### src/rtl/vdp_cpu_bus_if.sv
//==============================================================================
// vdp_cpu_bus_if : downstream write/read handshake bundle for vdp_cpu_bus
// Revision 1.0 - initial release
//==============================================================================
`timescale 1ns/1ps
`default_nettype none

interface vdp_cpu_bus_if;
  logic       wr_valid;
  logic       wr_ready;
  logic       wr_port;
  logic [7:0] wr_data;
  logic       rd_req;
  logic       rd_port;
  logic       rd_ack;
  logic [7:0] rd_data;
  logic       wr_overflow;

  modport master (
    output wr_valid, wr_port, wr_data, rd_req, rd_port, wr_overflow,
    input  wr_ready, rd_ack, rd_data
  );

  modport slave (
    input  wr_valid, wr_port, wr_data, rd_req, rd_port, wr_overflow,
    output wr_ready, rd_ack, rd_data
  );
endinterface

`default_nettype wire

### src/rtl/vdp_cpu_bus.sv
//==============================================================================
// vdp_cpu_bus : Z80 I/O strobe front-end with write FIFO and ordered reads
// Revision 1.0 - initial release
//==============================================================================
`timescale 1ns/1ps
`default_nettype none

module vdp_cpu_bus #(
  parameter logic [7:0] VRAM_PORT  = 8'h01,
  parameter logic [7:0] VDP_PORT   = 8'h02,
  parameter int         FIFO_DEPTH = 4
) (
  input  wire logic       clk40m,
  input  wire logic       rst_n,
  input  wire logic [7:0] cpu_a,
  input  wire logic [7:0] cpu_d_in,
  output logic      [7:0] cpu_d_out,
  output logic            cpu_d_oe,
  input  wire logic       cpu_in_n,
  input  wire logic       cpu_out_n,
  vdp_cpu_bus_if.master   bus
);

  localparam int AW = $clog2(FIFO_DEPTH);
  localparam logic [AW:0] PTR_ONE = {{AW{1'b0}}, 1'b1};

  typedef enum logic [1:0] {
    ST_IDLE  = 2'd0,
    ST_DRAIN = 2'd1,
    ST_REQ   = 2'd2,
    ST_HOLD  = 2'd3
  } state_t;

  // bit0 = s1, bit1 = s2, bit2 = s3 (history)
  logic [2:0] in_sync_q, out_sync_q;

  logic [AW:0] wp_q, rp_q;
  logic [8:0]  mem_q [FIFO_DEPTH];
  logic        overflow_q;

  state_t      state_q, state_d;
  logic        rd_port_q, rd_port_d;
  logic [7:0]  dout_q, dout_d;
  logic        oe_q, oe_d;

  logic in_fall, out_fall, match, port_sel;
  logic out_hit, in_hit, empty, full, pop, push;
  logic [8:0] head;

  always_ff @(posedge clk40m) begin
    if (!rst_n) begin
      in_sync_q  <= 3'b000;
      out_sync_q <= 3'b000;
    end else begin
      in_sync_q  <= {in_sync_q[1:0], cpu_in_n};
      out_sync_q <= {out_sync_q[1:0], cpu_out_n};
    end
  end

  assign in_fall  = in_sync_q[2] & ~in_sync_q[1];
  assign out_fall = out_sync_q[2] & ~out_sync_q[1];

  assign match    = (cpu_a == VRAM_PORT) || (cpu_a == VDP_PORT);
  assign port_sel = (cpu_a != VRAM_PORT);

  // A simultaneous OUT edge wins; the IN edge is discarded.
  assign out_hit = out_fall & match;
  assign in_hit  = in_fall & match & ~out_fall;

  assign empty = (wp_q == rp_q);
  assign full  = (wp_q[AW] != rp_q[AW]) && (wp_q[AW-1:0] == rp_q[AW-1:0]);
  assign pop   = ~empty & bus.wr_ready;
  assign push  = out_hit & (~full | pop);

  always_ff @(posedge clk40m) begin
    if (!rst_n) begin
      wp_q       <= '0;
      rp_q       <= '0;
      overflow_q <= 1'b0;
    end else begin
      if (push) wp_q <= wp_q + PTR_ONE;
      if (pop)  rp_q <= rp_q + PTR_ONE;
      if (out_hit && full && !pop) overflow_q <= 1'b1;
    end
  end

  always_ff @(posedge clk40m) begin
    if (push) mem_q[wp_q[AW-1:0]] <= {port_sel, cpu_d_in};
  end

  assign head            = mem_q[rp_q[AW-1:0]];
  assign bus.wr_valid    = ~empty;
  assign bus.wr_port     = head[8];
  assign bus.wr_data     = head[7:0];
  assign bus.wr_overflow = overflow_q;

  always_ff @(posedge clk40m) begin
    if (!rst_n) begin
      state_q   <= ST_IDLE;
      rd_port_q <= 1'b0;
      dout_q    <= 8'h00;
      oe_q      <= 1'b0;
    end else begin
      state_q   <= state_d;
      rd_port_q <= rd_port_d;
      dout_q    <= dout_d;
      oe_q      <= oe_d;
    end
  end

  always_comb begin
    state_d   = state_q;
    rd_port_d = rd_port_q;
    dout_d    = dout_q;
    oe_d      = oe_q;
    case (state_q)
      ST_IDLE: begin
        if (in_hit) begin
          rd_port_d = port_sel;
          oe_d      = 1'b1;
          state_d   = empty ? ST_REQ : ST_DRAIN;
        end
      end
      ST_DRAIN: begin
        // A write landing this cycle must also go out ahead of the read.
        if (empty && !push) state_d = ST_REQ;
      end
      ST_REQ: begin
        if (bus.rd_ack) begin
          dout_d  = bus.rd_data;
          state_d = ST_HOLD;
        end
      end
      ST_HOLD: begin
        if (in_sync_q[1]) state_d = ST_IDLE;
      end
      default: state_d = ST_IDLE;
    endcase
    if (in_sync_q[1]) oe_d = 1'b0;
  end

  assign bus.rd_req  = (state_q == ST_REQ);
  assign bus.rd_port = rd_port_q;
  assign cpu_d_out   = dout_q;
  assign cpu_d_oe    = oe_q;

endmodule

`default_nettype wire
### src/flat_wrapper.sv
// flat-port wrapper written by rule: the top's interface ports become plain ports
module vdp_cpu_bus_flat 
#(
  parameter logic [7:0] VRAM_PORT  = 8'h01,
  parameter logic [7:0] VDP_PORT   = 8'h02,
  parameter int         FIFO_DEPTH = 4
)
  (clk40m, rst_n, cpu_a, cpu_d_in, cpu_d_out, cpu_d_oe, cpu_in_n, cpu_out_n, bus_wr_valid, bus_wr_port, bus_wr_data, bus_rd_req, bus_rd_port, bus_wr_overflow, bus_wr_ready, bus_rd_ack, bus_rd_data);
  vdp_cpu_bus_if bus_i ();
  input  wire logic clk40m;
  input  wire logic rst_n;
  input  wire logic [7:0] cpu_a;
  input  wire logic [7:0] cpu_d_in;
  output logic      [7:0] cpu_d_out;
  output logic cpu_d_oe;
  input  wire logic cpu_in_n;
  input  wire logic cpu_out_n;
  output wire logic [$bits(bus_i.wr_valid)-1:0] bus_wr_valid;
  output wire logic [$bits(bus_i.wr_port)-1:0] bus_wr_port;
  output wire logic [$bits(bus_i.wr_data)-1:0] bus_wr_data;
  output wire logic [$bits(bus_i.rd_req)-1:0] bus_rd_req;
  output wire logic [$bits(bus_i.rd_port)-1:0] bus_rd_port;
  output wire logic [$bits(bus_i.wr_overflow)-1:0] bus_wr_overflow;
  input wire logic [$bits(bus_i.wr_ready)-1:0] bus_wr_ready;
  input wire logic [$bits(bus_i.rd_ack)-1:0] bus_rd_ack;
  input wire logic [$bits(bus_i.rd_data)-1:0] bus_rd_data;
  assign bus_wr_valid = bus_i.wr_valid;
  assign bus_wr_port = bus_i.wr_port;
  assign bus_wr_data = bus_i.wr_data;
  assign bus_rd_req = bus_i.rd_req;
  assign bus_rd_port = bus_i.rd_port;
  assign bus_wr_overflow = bus_i.wr_overflow;
  assign bus_i.wr_ready = bus_wr_ready;
  assign bus_i.rd_ack = bus_rd_ack;
  assign bus_i.rd_data = bus_rd_data;
  vdp_cpu_bus #(.VRAM_PORT(VRAM_PORT), .VDP_PORT(VDP_PORT), .FIFO_DEPTH(FIFO_DEPTH)) u_core (.clk40m(clk40m), .rst_n(rst_n), .cpu_a(cpu_a), .cpu_d_in(cpu_d_in), .cpu_d_out(cpu_d_out), .cpu_d_oe(cpu_d_oe), .cpu_in_n(cpu_in_n), .cpu_out_n(cpu_out_n), .bus(bus_i));
endmodule
### config.mk
export PLATFORM = sky130hd
export DESIGN_NAME = vdp_cpu_bus_flat
export DESIGN_NICKNAME = d
export VERILOG_FILES = /design/src/rtl/vdp_cpu_bus_if.sv /design/src/rtl/vdp_cpu_bus.sv /design/src/flat_wrapper.sv
export SDC_FILE = /design/constraint.sdc
export NUM_CORES = 1
export LEC_CHECK = 0
export ABC_AREA = 1
export BUFFER_PORTS_ARGS = -buffer_cell sky130_fd_sc_hd__buf_2
export CAP_MARGIN = 40
export CORE_AREA = 3 3 74 76
export DETAILED_ROUTE_END_ITERATION = 8
export DIE_AREA = 0 0 77 79
export PLACE_DENSITY = 0.76
export SLEW_MARGIN = 10
export SYNTH_ARGS = -nofsm -noshare
export SYNTH_HDL_FRONTEND = slang
export SYNTH_SLANG_ARGS = --single-unit
### constraint.sdc
create_clock -name clk40m -period 1.9 [get_ports clk40m]
set_input_delay 0.475 -clock clk40m [delete_from_list [all_inputs] [get_ports clk40m]]
set_output_delay 0.475 -clock clk40m [all_outputs]
set_load 0.03 [all_outputs]
==> results.sh, run 1 <==
export IMPL_fin_area_um2=3274
export IMPL_holdWs_ps=317.7
export IMPL_synthCells=253
export IMPL_power_switching_uw=908.8
export IMPL_syn_cell_area_um2=2597
export IMPL_design_die_area_um2=6083
export IMPL_place_detailed_hpwl_um=3436
export IMPL_end_kind="output port"
export IMPL_hold_viol_final=0
export IMPL_worst_r2r_path_depth=8
export IMPL_clock_sink_count=63
export IMPL_rsz0062_at_grt="yes"
export IMPL_clk_pin_slew_ps=70
export IMPL_pwr_share_seq=0.475
export IMPL_synthAdderAreaFrac=0.04335
export IMPL_yosys_register_bits=63
export IMPL_detail_route_antenna_nets=0
export IMPL_layoutNonFillerInstCount=390
export IMPL_grt_pass1_vias=1804
export IMPL_min_from="cpu_out_n"
export IMPL_track_usage=0.1747
export IMPL_synthMuxAreaShare=0
export IMPL_cts_buffers=9
export IMPL_initial_core_util=0.5427
export IMPL_clk_latency_ps=340
export IMPL_dpl_cell_area_um2=2955
export IMPL_synth_flop_cell="edfxtp_1"
export IMPL_status="finished clean"
export IMPL_clockPowerShare=0.352
export IMPL_max_slew_margin=0.7339
export IMPL_synthToLayoutAreaGrowth_pct=26.06
export IMPL_grt_pass1_wl_um=8162
export IMPL_clock_fmax_mhz=538.7
export IMPL_fin_util=0.6842
export IMPL_core_area_um2=4786
export IMPL_start_kind="flip-flop"
export IMPL_setup_ws_ps=43.57
export IMPL_crit_fanout=7
export IMPL_floorplan_io_pins=52
export IMPL_ir_drop_mv=0.6412
export IMPL_setup_viol=0
export IMPL_final_nets=357
export IMPL_worstPathArrival_ps=1380
export IMPL_required_ps=1420
export IMPL_worstMarginPinSlew_ps=399.1
export IMPL_die_x_um=77
export IMPL_first_iter_violations=156
export IMPL_internal_power_uw=2329
export IMPL_ys_warnings_count=0
export IMPL_vias=1934
export IMPL_clock_skew_ps=7.860
export IMPL_synth_simple_area_share=0.1633
export IMPL_antenna_found_initial=0
export IMPL_synth_edf_count=36
export IMPL_port_buffers=51
export IMPL_wl_per_cell_um=12.86
export IMPL_gp_congestion=0.7262
export IMPL_critical_path_class="flip-flop to output port"
export IMPL_cts_tree="done"
export IMPL_grt_max_degree=25
export IMPL_sw_frac_of_total=0.2807
export IMPL_synth_common_cells="nor2_1 (45), edfxtp_1 (36), o21ai_0 (33), dfxtp_1 (27), inv_1 (26)"
export IMPL_drive_above_1_share=0.3653
export IMPL_p_leak_uw=0.001377
export IMPL_grt_overflow_total=0
export IMPL_synth_nets=292
export IMPL_synth_xor_area_share=0.003372
export IMPL_maxCapViolations=0
export IMPL_synth_compound_area_frac=0.1103
export IMPL_cts_max_path_buffers=2
export IMPL_pwr_density_cell_nw_per_um2=988.8
export IMPL_num_antenna_cells=0
export IMPL_synth_top_cell_area_share=0.4162
export IMPL_dp_slack_ps=127.3
export IMPL_h_tree_depth=3
export IMPL_pwr_share_comb=0.173
export IMPL_dp_cells=371
export IMPL_synth_top_family_by_area="simple AND/OR/NAND/NOR gates"
export IMPL_synth_distinct_cells=26
export IMPL_synth_area_leader_cell="edfxtp_1"
export IMPL_rows=25
export IMPL_yosysMostFrequentCell="nor2_1"
export IMPL_viasPerCell=4.959
export IMPL_period_minus_slack_ps=1856
export IMPL_die_h_um=79
export IMPL_fin_crit_sh=0.9771
export IMPL_hp_class="input port to flip-flop"
export IMPL_hold_path_depth=3
export IMPL_drv_slew=0
export IMPL_firstDrtPassIters=4
export IMPL_avgSynthCellArea_um2=10.27
export IMPL_async_flop_share=0
export IMPL_drc=0
export IMPL_ys_seq_area_frac=0.6243
export IMPL_synthTopCellsByArea="edfxtp_1 (42%), dfxtp_1 (21%), nor2_1 (6.5%)"
export IMPL_rr_startpoint="u_core.rp_q[0]"
export IMPL_wl_um=5014
export IMPL_hold_buffers=0
export IMPL_root_buffer="clkbuf_8"
## cell usage in the layout, fill, tap and decap left out, types with 2 or more instances in the layout
cell type / Yosys / routed
nor2_4: 2 / 2
dfxtp_1: 27 / 23
o21ai_2: 0 / 6
nor2_1: 45 / 38
edfxtp_1: 36 / 36
dfxtp_2: 0 / 4
nand3_1: 3 / 3
a21oi_1: 7 / 7
buf_6: 0 / 5
nor2_2: 6 / 13
inv_1: 26 / 24
inv_2: 4 / 4
clkbuf_8: 1 / 10
clkinvlp_4: 0 / 3
buf_4: 0 / 11
nand2_1: 23 / 23
buf_2: 2 / 42
ha_1: 9 / 9
clkinv_2: 0 / 3
o21ai_0: 33 / 24
o22ai_1: 10 / 9
o21ai_1: 0 / 3
nand2_2: 9 / 9
## per-stage QoR
step	power [uW]	TNS (ps)
after floorplan	1940	0
after global placement	2075	0
after detailed placement	2095	0
after CTS	3252	0
after global routing	3400	-234.2
final	3238	0
## flip-flops by register name (all words and copies together), names as in the netlist, named ones only
name / count
u_core.bus.rd_port: 1
u_core.bus.wr_overflow: 1
u_core.cpu_d_oe: 1
u_core.cpu_d_out: 8
u_core.in_sync_q: 3
u_core.mem_q: 36
u_core.out_sync_q: 3
u_core.rp_q: 3
u_core.state_q: 2
u_core.wp_q: 3
## path summary, 6_finish.rpt
kind                                              to  slack, ps
worst max-delay path                  bus_wr_data[4]         40
worst min-delay path            u_core.out_sync_q[0]        320
worst min register to register   u_core.in_sync_q[1]        420
worst max register to register    u_core.mem_q[2][6]        440
## power by group through the flow
stage / Combinational [uW] / Clock (uW) / Sequential [uW]
after detailed placement: 531 / 0 / 1560
after global placement: 513 / 0 / 1560
after global routing: 622 / 1230 / 1540
after floorplan: 309 / 0 / 1630
after CTS: 545 / 1170 / 1540
final: 561 / 1140 / 1540
## critical path: stages, from the launching register on
cell and delay (ps):
dfxtp_2 360, clkinvlp_4 150, buf_6 180, o21ai_1 110
o22ai_1 80, buf_4 170
## per-layer routing
layer	up-vias	part of all wire	wire length (um)	GRT usage
li1	973	-	-	-
met2	59	0.49	2446	0.2892
met4	0	0.030	148	0.1050
met1	888	0.43	2132	0.2036
met5	-	0	0	0
met3	14	0.057	286	0.04762
## logic make-up (layout without fill, tap and decap cells)
logic type / Yosys count / count (layout)
flops: 63 / 63
xor+xnor: 1 / 1
simple gates: 92 / 92
buf+inv: 35 / 105
fa+ha+maj: 9 / 9
compound gates: 53 / 53
## final cells by class
cell class / instances / area [um2]
inverters: 30 / 118.9
multi-input cells: 155 / 878.3
repair buffers: 59 / 369.1
well taps: 67 / 83.83
flip-flops and latches: 63 / 1627
fillers: 391 / 1511
clock buffers: 10 / 137.6
clock inverters: 6 / 60.06
## what timing repair did
item,in CTS,in global routing
resized for setup,8,43
pin swaps,0,2
setup endpoints to repair,9,10
gates cloned,0,0
setup buffers,3,0
hold endpoints to repair,0,0
Power figures use the tool's default switching activity.
==> run 2: changes to the inputs <==
--- a/config.mk
+++ b/config.mk
@@ -12,6 +12,7 @@
 export DETAILED_ROUTE_END_ITERATION = 8
 export DIE_AREA = 0 0 77 79
 export PLACE_DENSITY = 0.76
+export SETUP_SLACK_MARGIN = 0.5
 export SLEW_MARGIN = 10
 export SYNTH_ARGS = -nofsm -noshare
 export SYNTH_HDL_FRONTEND = slang
==> run 2 against run 1 <==
Utilization up 18 points. Cell area grew 27%. Critical path depth shrank 1. Register-to-register slack got worse by 210 ps. Hold slack improved by 3.7 ps. Cell count increased by 7.2%. Critical endpoint is now bus_wr_data[6]. Highest routed layer unchanged.
==> results.sh, run 2 (same netlist as run 1, synthesis figures left out) <==
export IMPL_end_kind="output port"
export IMPL_max_slew_margin=0.7129
export IMPL_fill_cells=206
export IMPL_cts_buffers=9
export IMPL_layout_commonest_cell="buf_2"
export IMPL_crit_fanout=5
export IMPL_status="finished clean"
export IMPL_fin_area_um2=4148
export IMPL_fin_crit_sh=0.9903
export IMPL_root_buffer="clkbuf_8"
export IMPL_required_ps=1420
export IMPL_fin_util=0.8667
export IMPL_crit_chain="clkinvlp_4, o21ai_2, o22ai_4, buf_6"
export IMPL_first_iter_violations=130
export IMPL_critical_path_class="flip-flop to output port"
export IMPL_detail_route_antenna_nets=0
export IMPL_r2r_setup_slack_ps=230
export IMPL_clk_latency_ps=340
export IMPL_power_uw=3598
export IMPL_pwr_density_cell_nw_per_um2=867.5
export IMPL_wl_um=7592
export IMPL_viasPerCell=5.206
export IMPL_maxCapViolations=0
export IMPL_clock_skew_ps=10.76
export IMPL_cp_top_family="flip-flops"
export IMPL_vias=2176
export IMPL_rows=25
export IMPL_initial_core_util=0.5427
export IMPL_final_cell_mix="buf_2 (40), edfxtp_1 (36), buf_6 (23)"
export IMPL_cts_max_path_buffers=2
export IMPL_cts_tree="done"
export IMPL_grt_pass1_vias=2179
export IMPL_worstPathArrival_ps=1410
export IMPL_rsz0062_at_grt="yes"
export IMPL_num_antenna_cells=0
export IMPL_die_x_um=77
export IMPL_wl_per_cell_um=18.16
export IMPL_cp_slowest_stage_delay_ps=410
export IMPL_floorplan_io_pins=52
export IMPL_worstMarginPinSlew_ps=430.7
export IMPL_dp_slack_ps=29.64
export IMPL_antenna_found_initial=0
export IMPL_final_nets=386
export IMPL_grt_overflow_total=0
export IMPL_setup_ws_ps=18.40
export IMPL_clock_sink_count=63
export IMPL_setup_tns_ps=0
export IMPL_crit_path_top_delay_cell="dfxtp_4"
export IMPL_worst_r2r_path_depth=10
export IMPL_setup_viol=0
export IMPL_dpl_cell_area_um2=3094
export IMPL_r2r_end="u_core.mem_q[3][4]"
export IMPL_gp_congestion=0.7453
export IMPL_period_minus_slack_ps=1882
export IMPL_start_kind="flip-flop"
export IMPL_h_tree_depth=3
export IMPL_track_usage=0.2300
export IMPL_design_die_area_um2=6083
export IMPL_multi_input_area_um2=1282
export IMPL_port_buffers=51
export IMPL_place_detailed_hpwl_um=3438
export IMPL_hp_class="input port to flip-flop"
export IMPL_die_h_um=79
export IMPL_p_leak_uw=0.001657
export IMPL_clk_pin_slew_ps=70
export IMPL_min_from="cpu_out_n"
export IMPL_drive_above_1_share=0.5613
export IMPL_grt_pass1_wl_um=10510
export IMPL_synthToLayoutAreaGrowth_pct=59.68
export IMPL_firstDrtPassIters=4
export IMPL_clock_fmax_mhz=531.5
export IMPL_core_area_um2=4786
export IMPL_final_seq_area_um2=1642
export IMPL_path_buf_inv=2
export IMPL_hold_viol_final=0
export IMPL_grt_max_degree=25
export IMPL_drc=0
export IMPL_rr_startpoint="u_core.wp_q[1]"
export IMPL_hold_path_depth=3
export IMPL_holdPathEnd="u_core.out_sync_q[0]"
export IMPL_drv_slew=0
export IMPL_largest_reg_flops=36
export IMPL_ir_drop_mv=0.6299
run 2: metal layers:
layer | global-route usage | part of all wire | wire (um) | up-vias
met2 | 0.4268 | 0.56 | 4243 | 86
met4 | 0.1335 | 0.022 | 169 | 0
met5 | 0 | 0 | 0 | -
met1 | 0.2446 | 0.38 | 2867 | 1038
met3 | 0.04195 | 0.041 | 312 | 17
li1 | - | - | - | 1035
run 2: worst register-to-register path, cell delays in order (launching register included):
cell,delay [ps]
dfxtp_4,370
inv_4,60
nand2_2,50
nand2_2,80
nor2_4,50
buf_6,110
nand2_4,60
nand3_4,130
buf_6,180
nor2_4,160
buf_6,150
run 2: cell type report:
class,count,area share
clock buffers,11,0.03409
inverters,30,0.03258
flip-flops and latches,63,0.3958
multi-input cells,155,0.3092
clock inverters,4,0.01689
repair buffers,86,0.1867
well taps,67,0.02021
repair inverters,2,0.004525
run 2: stage by stage:
step	hold slack, ps	std cells
2_1_floorplan	390.5	253
3_3_place_gp	394.4	367
3_5_place_dp	405.5	367
4_1_cts	315.4	411
5_1_grt	344.4	418
6_report	321.4	418
run 2: worst max-delay path by stage:
stage,endpoint,slack [ps],cells after the start
floorplan,u_core.wp_q[2],320,7
global placement,u_core.wp_q[2],100,8
detailed placement,u_core.wp_q[2],30,8
CTS,bus_wr_data[6],60,4
global route,bus_wr_data[6],-30,4
finish,bus_wr_data[6],20,4
run 2: repair_timing:
item / 4_1_cts / 5_1_grt
resized for setup: 130 / 21
gates cloned: 6 / 0
hold endpoints to repair: 0 / 0
hold buffers: 0 / 0
setup endpoints to repair: 50 / 59
pin swaps: 26 / 8
buffers inserted: 23 / 7
run 2: where the power goes:
part	switching, uW	internal (uW)	total (uW)
Sequential	42.1	1500	1540
Clock	515	764	1280
Combinational	461	318	779
==> run 3: changes to the inputs <==
--- a/config.mk
+++ b/config.mk
@@ -6,7 +6,7 @@
 export NUM_CORES = 1
 export LEC_CHECK = 0
 export ABC_AREA = 1
-export BUFFER_PORTS_ARGS = -buffer_cell sky130_fd_sc_hd__buf_2
+export BUFFER_PORTS_ARGS = -buffer_cell sky130_fd_sc_hd__clkbuf_2
 export CAP_MARGIN = 40
 export CORE_AREA = 3 3 74 76
 export DETAILED_ROUTE_END_ITERATION = 8
==> run 3 against run 2 <==
Via count shrank 4.9%. Sequential power barely moved. Global-route usage is 1.0 points lower. Register-to-register slack better by 100 ps. Cell count down 1.9%. Wire length is 19% lower. Clock skew down 2.9 ps. Power down 1.5%. Sequential share of layout area grew 1.6 points. Clock-buffer cell count stayed put. Non-clock buffer count fell by 9. Maximum frequency is 1.9% higher. Critical path type unchanged. Critical endpoint is now bus_wr_data[5]. Largest power group unchanged.
==> results.sh, run 3 (same netlist as run 1, synthesis figures left out) <==
export IMPL_cts_tree="done"
export IMPL_initial_core_util=0.5427
export IMPL_status="finished clean"
export IMPL_hold_path_depth=3
export IMPL_ir_drop_mv=0.6565
export IMPL_start_kind="flip-flop"
export IMPL_drv_slew=0
export IMPL_rr_startpoint="u_core.wp_q[0]"
export IMPL_h_tree_depth=3
export IMPL_clock_skew_ps=7.893
export IMPL_multi_input_area_um2=1242
export IMPL_fin_crit_sh=0.9715
export IMPL_fin_util=0.8324
export IMPL_setup_tns_ps=0
export IMPL_vias=2069
export IMPL_clock_sink_count=63
export IMPL_worstMarginPinSlew_ps=439.3
export IMPL_grt_pass1_vias=2064
export IMPL_firstDrtPassIters=4
export IMPL_grt_pass1_wl_um=10090
export IMPL_worstPathArrival_ps=1370
export IMPL_rows=25
export IMPL_setup_ws_ps=54.07
export IMPL_grt_overflow_total=0
export IMPL_end_kind="output port"
export IMPL_detail_route_antenna_nets=0
export IMPL_internal_power_uw=2548
export IMPL_cts_buffers=9
export IMPL_place_detailed_hpwl_um=3385
export IMPL_viasPerCell=5.046
export IMPL_crit_fanout=18
export IMPL_dpl_cell_area_um2=3094
export IMPL_rsz0062_at_grt="yes"
export IMPL_dp_slack_ps=46.06
export IMPL_wl_per_cell_um=15.00
export IMPL_clk_latency_ps=340
export IMPL_final_nets=377
export IMPL_worst_r2r_path_depth=9
export IMPL_port_buffers=51
export IMPL_critical_path_class="flip-flop to output port"
export IMPL_layout_commonest_cell="clkbuf_2"
export IMPL_pwr_share_comb=0.218
export IMPL_grt_max_degree=25
export IMPL_clockPowerShare=0.347
export IMPL_min_from="cpu_out_n"
export IMPL_sw_frac_of_total=0.2808
export IMPL_wl_um=6151
export IMPL_synthToLayoutAreaGrowth_pct=53.37
export IMPL_hold_viol_final=0
export IMPL_track_usage=0.2199
export IMPL_design_die_area_um2=6083
export IMPL_fin_area_um2=3984
export IMPL_gp_congestion=0.7435
export IMPL_num_antenna_cells=0
export IMPL_clk_pin_slew_ps=60
export IMPL_largest_reg_flops=36
export IMPL_die_h_um=79
export IMPL_floorplan_io_pins=52
export IMPL_period_minus_slack_ps=1846
export IMPL_setup_viol=0
export IMPL_clock_fmax_mhz=541.7
export IMPL_root_buffer="clkbuf_8"
export IMPL_drive_above_1_share=0.5394
export IMPL_drc=0
export IMPL_max_slew_margin=0.7071
export IMPL_final_cell_mix="clkbuf_2 (37), edfxtp_1 (36), inv_1 (21), nor2_1 (21), dfxtp_1 (19)"
export IMPL_pwr_share_seq=0.435
export IMPL_maxCapViolations=0
export IMPL_core_area_um2=4786
export IMPL_first_iter_violations=123
export IMPL_power_switching_uw=994.8
export IMPL_required_ps=1420
export IMPL_die_x_um=77
export IMPL_final_seq_area_um2=1642
export IMPL_holdWs_ps=319.9
export IMPL_p_leak_uw=0.001587
export IMPL_pwr_density_cell_nw_per_um2=889.3
export IMPL_cts_max_path_buffers=2
export IMPL_fill_cells=264
export IMPL_antenna_found_initial=0
export IMPL_hp_class="input port to flip-flop"
-- run 3: layout make-up --
class,instances,area share
clock buffer,11,0.03298
clock inverter,5,0.01822
inverter,30,0.03455
multi-input combinational,156,0.3119
sequential,63,0.4121
tap,67,0.02104
timing repair buffer,77,0.1674
timing repair inverter,1,0.001884
-- run 3: routing by layer --
metal  track usage  up-vias  share of wire
li1              -     1026              -
met2        0.3972       53           0.54
met3       0.04422       14          0.038
met1        0.2415      976           0.40
met5             0        -              0
met4        0.1246        0          0.024
-- run 3: worst paths after layout --
kind | end | slack, ps
setup reg to reg | u_core.mem_q[1][4] | 330
hold reg to reg | u_core.out_sync_q[1] | 420
hold / removal | u_core.out_sync_q[0] | 320
setup / recovery | bus_wr_data[5] | 50
-- run 3: power by group through the flow --
| stage | Clock [uW] | Sequential [uW] | Combinational, uW |
|---|---|---|---|
| 2_1_floorplan | 0 | 1630 | 348 |
| 3_3_place_gp | 0 | 1560 | 555 |
| 3_5_place_dp | 0 | 1560 | 565 |
| 4_1_cts | 1240 | 1540 | 723 |
| 5_1_grt | 1310 | 1550 | 837 |
| 6_report | 1230 | 1540 | 774 |
-- run 3: timing repair --
action,CTS,global route
buffers inserted,20,3
pin swaps,10,7
endpoints found under the setup margin,50,60
gates cloned,4,0
hold buffers,0,0
gates resized for setup,114,34
-- run 3: per-stage QoR --
stage | instances | power [uW]
floorplan | 253 | 1980
global placement | 367 | 2119
detailed placement | 367 | 2130
CTS | 407 | 3505
global route | 410 | 3694
finish | 410 | 3543
-- run 3: critical path, cell delays in order, from the launching register on --
cell and delay (ps):
dfxtp_4 360, buf_12 150, inv_16 120, nor2_2 60, o22ai_4 150, clkbuf_8 180
